<file path="src/rtl/arb_mux_pkg.sv">
// Shared constants and helpers for the arb_mux stream merger.
package arb_mux_pkg;

  localparam logic MODE_FIXED = 1'b0;
  localparam logic MODE_RR    = 1'b1;

  // Channel-index width, kept at least one bit so single-channel builds still have a port.
  function automatic int unsigned sel_w(input int unsigned chans);
    return (chans > 1) ? $clog2(chans) : 1;
  endfunction

endpackage

</file>
<file path="src/rtl/arb_mux_rr_arbiter.sv">
// Combinational arbiter: fixed priority from index 0, or round-robin starting at ptr.
module rr_arbiter
  import arb_mux_pkg::*;
#(
  parameter int unsigned CHANNELS = 4,
  localparam int unsigned SEL_W   = sel_w(CHANNELS)
) (
  input  logic [CHANNELS-1:0] req,
  input  logic [SEL_W-1:0]    ptr,
  input  logic                mode,
  output logic [CHANNELS-1:0] grant,
  output logic [SEL_W-1:0]    grant_idx,
  output logic                any_grant
);

  localparam int unsigned SUM_W = SEL_W + 1;

  logic [SEL_W-1:0] start_c;
  logic [SUM_W-1:0] sum_c;
  logic [SEL_W-1:0] idx_c;

  // Walk the channels from the start index with modulo wrap; first requester wins.
  always_comb begin
    grant     = '0;
    grant_idx = '0;
    any_grant = 1'b0;
    sum_c     = '0;
    idx_c     = '0;
    start_c   = (mode == MODE_RR) ? ptr : '0;
    for (int unsigned k = 0; k < CHANNELS; k++) begin
      sum_c = {1'b0, start_c} + SUM_W'(k);
      if (sum_c >= SUM_W'(CHANNELS)) begin
        sum_c = sum_c - SUM_W'(CHANNELS);
      end
      idx_c = sum_c[SEL_W-1:0];
      if (!any_grant && req[idx_c]) begin
        grant[idx_c] = 1'b1;
        grant_idx    = idx_c;
        any_grant    = 1'b1;
      end
    end
  end

endmodule

</file>
<file path="src/rtl/arb_mux.sv">
// Merges CHANNELS valid/ready streams into one registered output stream.
module arb_mux
  import arb_mux_pkg::*;
#(
  parameter int unsigned N        = 32,
  parameter int unsigned CHANNELS = 4,
  localparam int unsigned SEL_W   = sel_w(CHANNELS)
) (
  input  logic                  clk,
  input  logic                  rst_n,
  input  logic                  mode,
  input  logic [CHANNELS*N-1:0] in_data,
  input  logic [CHANNELS-1:0]   in_valid,
  output logic [CHANNELS-1:0]   in_ready,
  output logic [N-1:0]          out_data,
  output logic [SEL_W-1:0]      out_chan,
  output logic                  out_valid,
  input  logic                  out_ready
);

  logic                load_en_c;
  logic                in_xfer_c;
  logic [CHANNELS-1:0] grant_c;
  logic [SEL_W-1:0]    grant_idx_c;
  logic                any_grant_c;
  logic [SEL_W-1:0]    next_ptr_c;
  logic [SEL_W-1:0]    ptr_q;
  logic [N-1:0]        chan_data_c [CHANNELS];

  // Unpack the flat input bus into per-channel words.
  for (genvar i = 0; i < CHANNELS; i++) begin : g_unpack
    assign chan_data_c[i] = in_data[i*N +: N];
  end

  rr_arbiter #(
    .CHANNELS (CHANNELS)
  ) u_arb (
    .req       (in_valid),
    .ptr       (ptr_q),
    .mode      (mode),
    .grant     (grant_c),
    .grant_idx (grant_idx_c),
    .any_grant (any_grant_c)
  );

  // Output register may load when empty or being drained this cycle.
  assign load_en_c  = !out_valid || out_ready;
  assign in_ready   = grant_c & {CHANNELS{load_en_c}};
  assign in_xfer_c  = any_grant_c && load_en_c;
  assign next_ptr_c = (grant_idx_c == SEL_W'(CHANNELS - 1)) ? '0 : grant_idx_c + SEL_W'(1);

  // Output register and round-robin pointer.
  always_ff @(posedge clk or negedge rst_n) begin
    if (!rst_n) begin
      out_valid <= 1'b0;
      out_data  <= '0;
      out_chan  <= '0;
      ptr_q     <= '0;
    end else if (load_en_c) begin
      out_valid <= any_grant_c;
      if (in_xfer_c) begin
        out_data <= chan_data_c[grant_idx_c];
        out_chan <= grant_idx_c;
        if (mode == MODE_RR) begin
          ptr_q <= next_ptr_c;
        end
      end
    end
  end

endmodule

</file>
<file path="config.mk">
export PLATFORM = sky130hd
export DESIGN_NAME = arb_mux
export DESIGN_NICKNAME = d
export VERILOG_FILES = /design/src/rtl/arb_mux_pkg.sv /design/src/rtl/arb_mux_rr_arbiter.sv /design/src/rtl/arb_mux.sv
export SDC_FILE = /design/constraint.sdc
export NUM_CORES = 1
export LEC_CHECK = 0
export BUFFER_PORTS_ARGS = -buffer_cell sky130_fd_sc_hd__buf_2
export CORE_ASPECT_RATIO = 1.25
export CORE_MARGIN = 8
export CORE_UTILIZATION = 44
export DETAILED_ROUTE_END_ITERATION = 8
export PLACE_DENSITY_LB_ADDON = 0.12
export SYNTH_ARGS = -nofsm -noshare
export SYNTH_HDL_FRONTEND = slang
export SYNTH_SLANG_ARGS = --single-unit
</file>
<file path="constraint.sdc">
create_clock -name clk -period 4 [get_ports clk]
set_input_delay 1 -clock clk [delete_from_list [all_inputs] [get_ports clk]]
set_output_delay 1 -clock clk [all_outputs]
set_load 0.05 [all_outputs]
</file>
==> run_results.csv <==
group,metric,value,unit
placed_design,numPortBuffers,174,
cells_and_area,final_nets,536,
detailed_routing,vias,2559,
grt,use_met3,0.0390,
sta,finalCritPeriodShare,0.972,
logic_synthesis,seq_area_frac_synth,0.316,
job,cap_violations,0,
placed_design,post-dp-hpwl,7450,um
sta,period_minus_slack,3.89,ns
die,die_area,9530,um2
clocking,cts.htree.levels,2,
clocking,cts_buffer_depth,2,
min_path,hold-path-endpoint,"out_chan[0]$_DFFE_PN0P_",
sta,hold_viol_final,0,
detailed_routing,drtPass1Iterations,4,
run_status,outcome,"finished, final reports clean",
clocking,cts_tree,"yes",
die,rows,33,
worst_setup_path,required,3.00,ns
cells_and_area,design_area,4110,um2
placed_design,gp_routability_congestion,0.865,
logic_synthesis,synth-edff-count,0,
sta,layout_setup_ws,0.112,ns
grt,grt_first_pass_wirelength,13900,um
grt,use_met1,0.203,
cells_and_area,antennaDiodeCount,0,
die,die_h,107,um
logic_synthesis,synth_nets,354,
detailed_routing,postRouteAntennaNets,0,
logic_synthesis,synth_cells,209,
sta,fmax,257,MHz
clocking,clock_sinks,37,
clocking,clockRootBuffer,"clkbuf_8",
logic_synthesis,synth_ff_type,"dfrtp_1",
grt,top_usage_layer,"met2",
worst_setup_path,r2r_start,"ptr_q[1]$_DFFE_PN0P_",
die,die_x,88.9,um
grt,grt_pass1_vias,2774,
worst_setup_path,cp_max_fo,10,
pwr,power_density,829,nW/um2
detailed_routing,drt_first_iter_violations,67,
pwr,ir_drop,0.492,mV
clocking,clkTransAtPathRegs,0.07,ns
logic_synthesis,async_reset_ff_frac,1.00,
detailed_routing,viasPerCell,5.34,
detailed_routing,routedWlPerCell,19.0,um
sta,slew_headroom,0.445,
worst_setup_path,start_kind,"input pin",
logic_synthesis,synth.avg_cell_area,14.0,um2
logic_synthesis,synth_area,2930,um2
grt,grt-ovfl-total,0,
die,initial_utilization,0.451,
min_path,hold_path_startpoint,"out_chan[0]$_DFFE_PN0P_",
clocking,post_cts_buffers,0,
cells_and_area,drive_gt1_frac,0.707,
sta,skew,0.00690,ns
logic_synthesis,ys_types,46,
logic_synthesis,yosys_warnings,0,
die,design.core.area,6480,um2
grt,global_route.usage.met2,0.345,
min_path,min_path_cells,1,
worst_setup_path,crit_type,"in2out",
worst_setup_path,arrival,2.89,ns
sta,hold_ws,0.495,ns
sta,setup_viol,0,
pwr,finalPower,3.41,mW
placed_design,place_ws,-0.0433,ns
worst_setup_path,r2r_slack,0.76,ns
cells_and_area,area.growth.synth_to_final,40.5,%
sta,tightest_slew,0.832,ns
worst_setup_path,reg2reg_depth,10,
grt,grt_util_all_layers,0.187,
clocking,numCtsBuffers,5,
detailed_routing,drc,0,
die,io_pins,175,
logic_synthesis,ys_ff_latch,37,
worst_setup_path,end_kind,"output pin",
placed_design,post_dp_cell_area,3990,um2
clocking,clock_latency,0.28,ns
worst_setup_path,reg2reg_to,"out_data[17]$_DFFE_PN0P_",
sta,drv_slew,0,
grt,grt_antenna_before_repair,0,
detailed_routing,routed_wirelength,9120,um
pwr,cellLeakagePower,1.99,nW
grt,grt_max_degree,38,
min_path,min_path_type,"reg2reg",
[Yosys cell counts (2+ instances only)]
library cell  instances  area (um2)
dfrtp_1              37         926
mux2_4               28         420
mux4_2               28         631
nand2_1              12        45.0
mux2i_1              10         100
ha_1                  9         113
nand3_1               8        40.0
a21oi_1               6        30.0
buf_4                 5        37.5
mux2_2                5        56.3
o211ai_1              5        37.5
o21ai_0               5        25.0
buf_2                 4        20.0
buf_6                 4        45.0
nand2b_1              4        25.0
mux4_1                3        78.8
nor2_1                3        11.3
nor2b_1               3        18.8
inv_1                 2        7.51
inv_2                 2        7.51
[final cells by class]
class	instances	area [um2]
clock buffer	6	72.6
clock inverter	2	10.0
fill	544	2370
inverter	4	15.0
multi-input combinational	154	1950
sequential	37	926
tap	87	109
timing repair buffer	189	1030
[placed cells by master (no fill, tap or decap), types with 2 or more instances in the layout]
| master | count |
|---|---|
| nand2b_1 | 4 |
| a21oi_4 | 4 |
| dfrtp_1 | 37 |
| clkbuf_8 | 5 |
| nand3_1 | 8 |
| nand2_1 | 12 |
| o21ai_0 | 5 |
| nor2_1 | 2 |
| buf_2 | 170 |
| mux4_1 | 3 |
| inv_1 | 2 |
| mux2i_1 | 9 |
| mux4_2 | 28 |
| mux2_2 | 5 |
| buf_12 | 2 |
| mux2_4 | 28 |
| inv_2 | 2 |
| buf_6 | 3 |
| buf_4 | 14 |
| ha_1 | 8 |
| a21oi_1 | 2 |
| nor2b_1 | 3 |
| o211ai_1 | 5 |
| clkinv_2 | 2 |
[worst max path at each step]
stage,startpoint,end,slack [ns],cells past startpoint
final,mode,in_ready[2],0.11,11
after global routing,mode,in_ready[2],-0.02,11
after CTS,mode,in_ready[0],0.01,11
after detailed placement,mode,in_ready[0],-0.04,11
after global placement,mode,in_ready[1],0.04,11
after floorplan,mode,in_ready[0],0.06,10
[logic make-up (layout without fill, tap and decap cells)]
kind of cell | Yosys count | count (layout) | synth area share
buf+inv | 18 | 201 | 0.0415
mux | 75 | 75 | 0.443
fa+ha+maj | 9 | 9 | 0.0385
flops | 37 | 37 | 0.316
simple gates | 42 | 42 | 0.0881
compound gates | 28 | 28 | 0.0723
[registers in the layout (all words and copies together), names as in the netlist]
signal / flops
out_data: 32
out_chan: 2
ptr_q: 2
out_valid: 1
[where the power goes]
part	switching (mW)	internal [mW]	total (mW)
sequential	0.110	0.567	0.677
combinational	1.42	1.06	2.48
clock	0.127	0.121	0.248
total	1.66	1.75	3.41
[metal layers]
| layer | up-vias | part of all wire |
|---|---|---|
| met5 | - | 0 |
| met4 | 0 | 0.020 |
| met3 | 13 | 0.085 |
| met2 | 102 | 0.54 |
| met1 | 1250 | 0.35 |
| li1 | 1194 | - |
[worst max-delay path: stages]
cell	delay [ns]
buf_2	0.11
and2_1	0.18
ha_4	0.30
mux2i_2	0.23
mux2i_1	0.11
buf_4	0.18
a21oi_1	0.10
and3_2	0.23
nand2_1	0.10
a21oi_4	0.16
buf_6	0.17
[timing repair]
item | in CTS | in global routing
gates cloned | 0 | 0
hold buffers | 0 | 0
pin swaps | 0 | 0
gates resized for setup | 4 | 6
endpoints found under the hold margin | 0 | 0
setup endpoints to repair | 4 | 4
[metrics by stage]
stage | instances | TNS [ns] | utilization
after floorplan | 209 | 0 | -
after global placement | 471 | 0 | 0.616
after detailed placement | 471 | -0.141 | 0.616
after CTS | 479 | 0 | 0.630
after global routing | 479 | -0.0156 | 0.634
final | 479 | 0 | 0.634
Power figures use the tool's default switching activity.
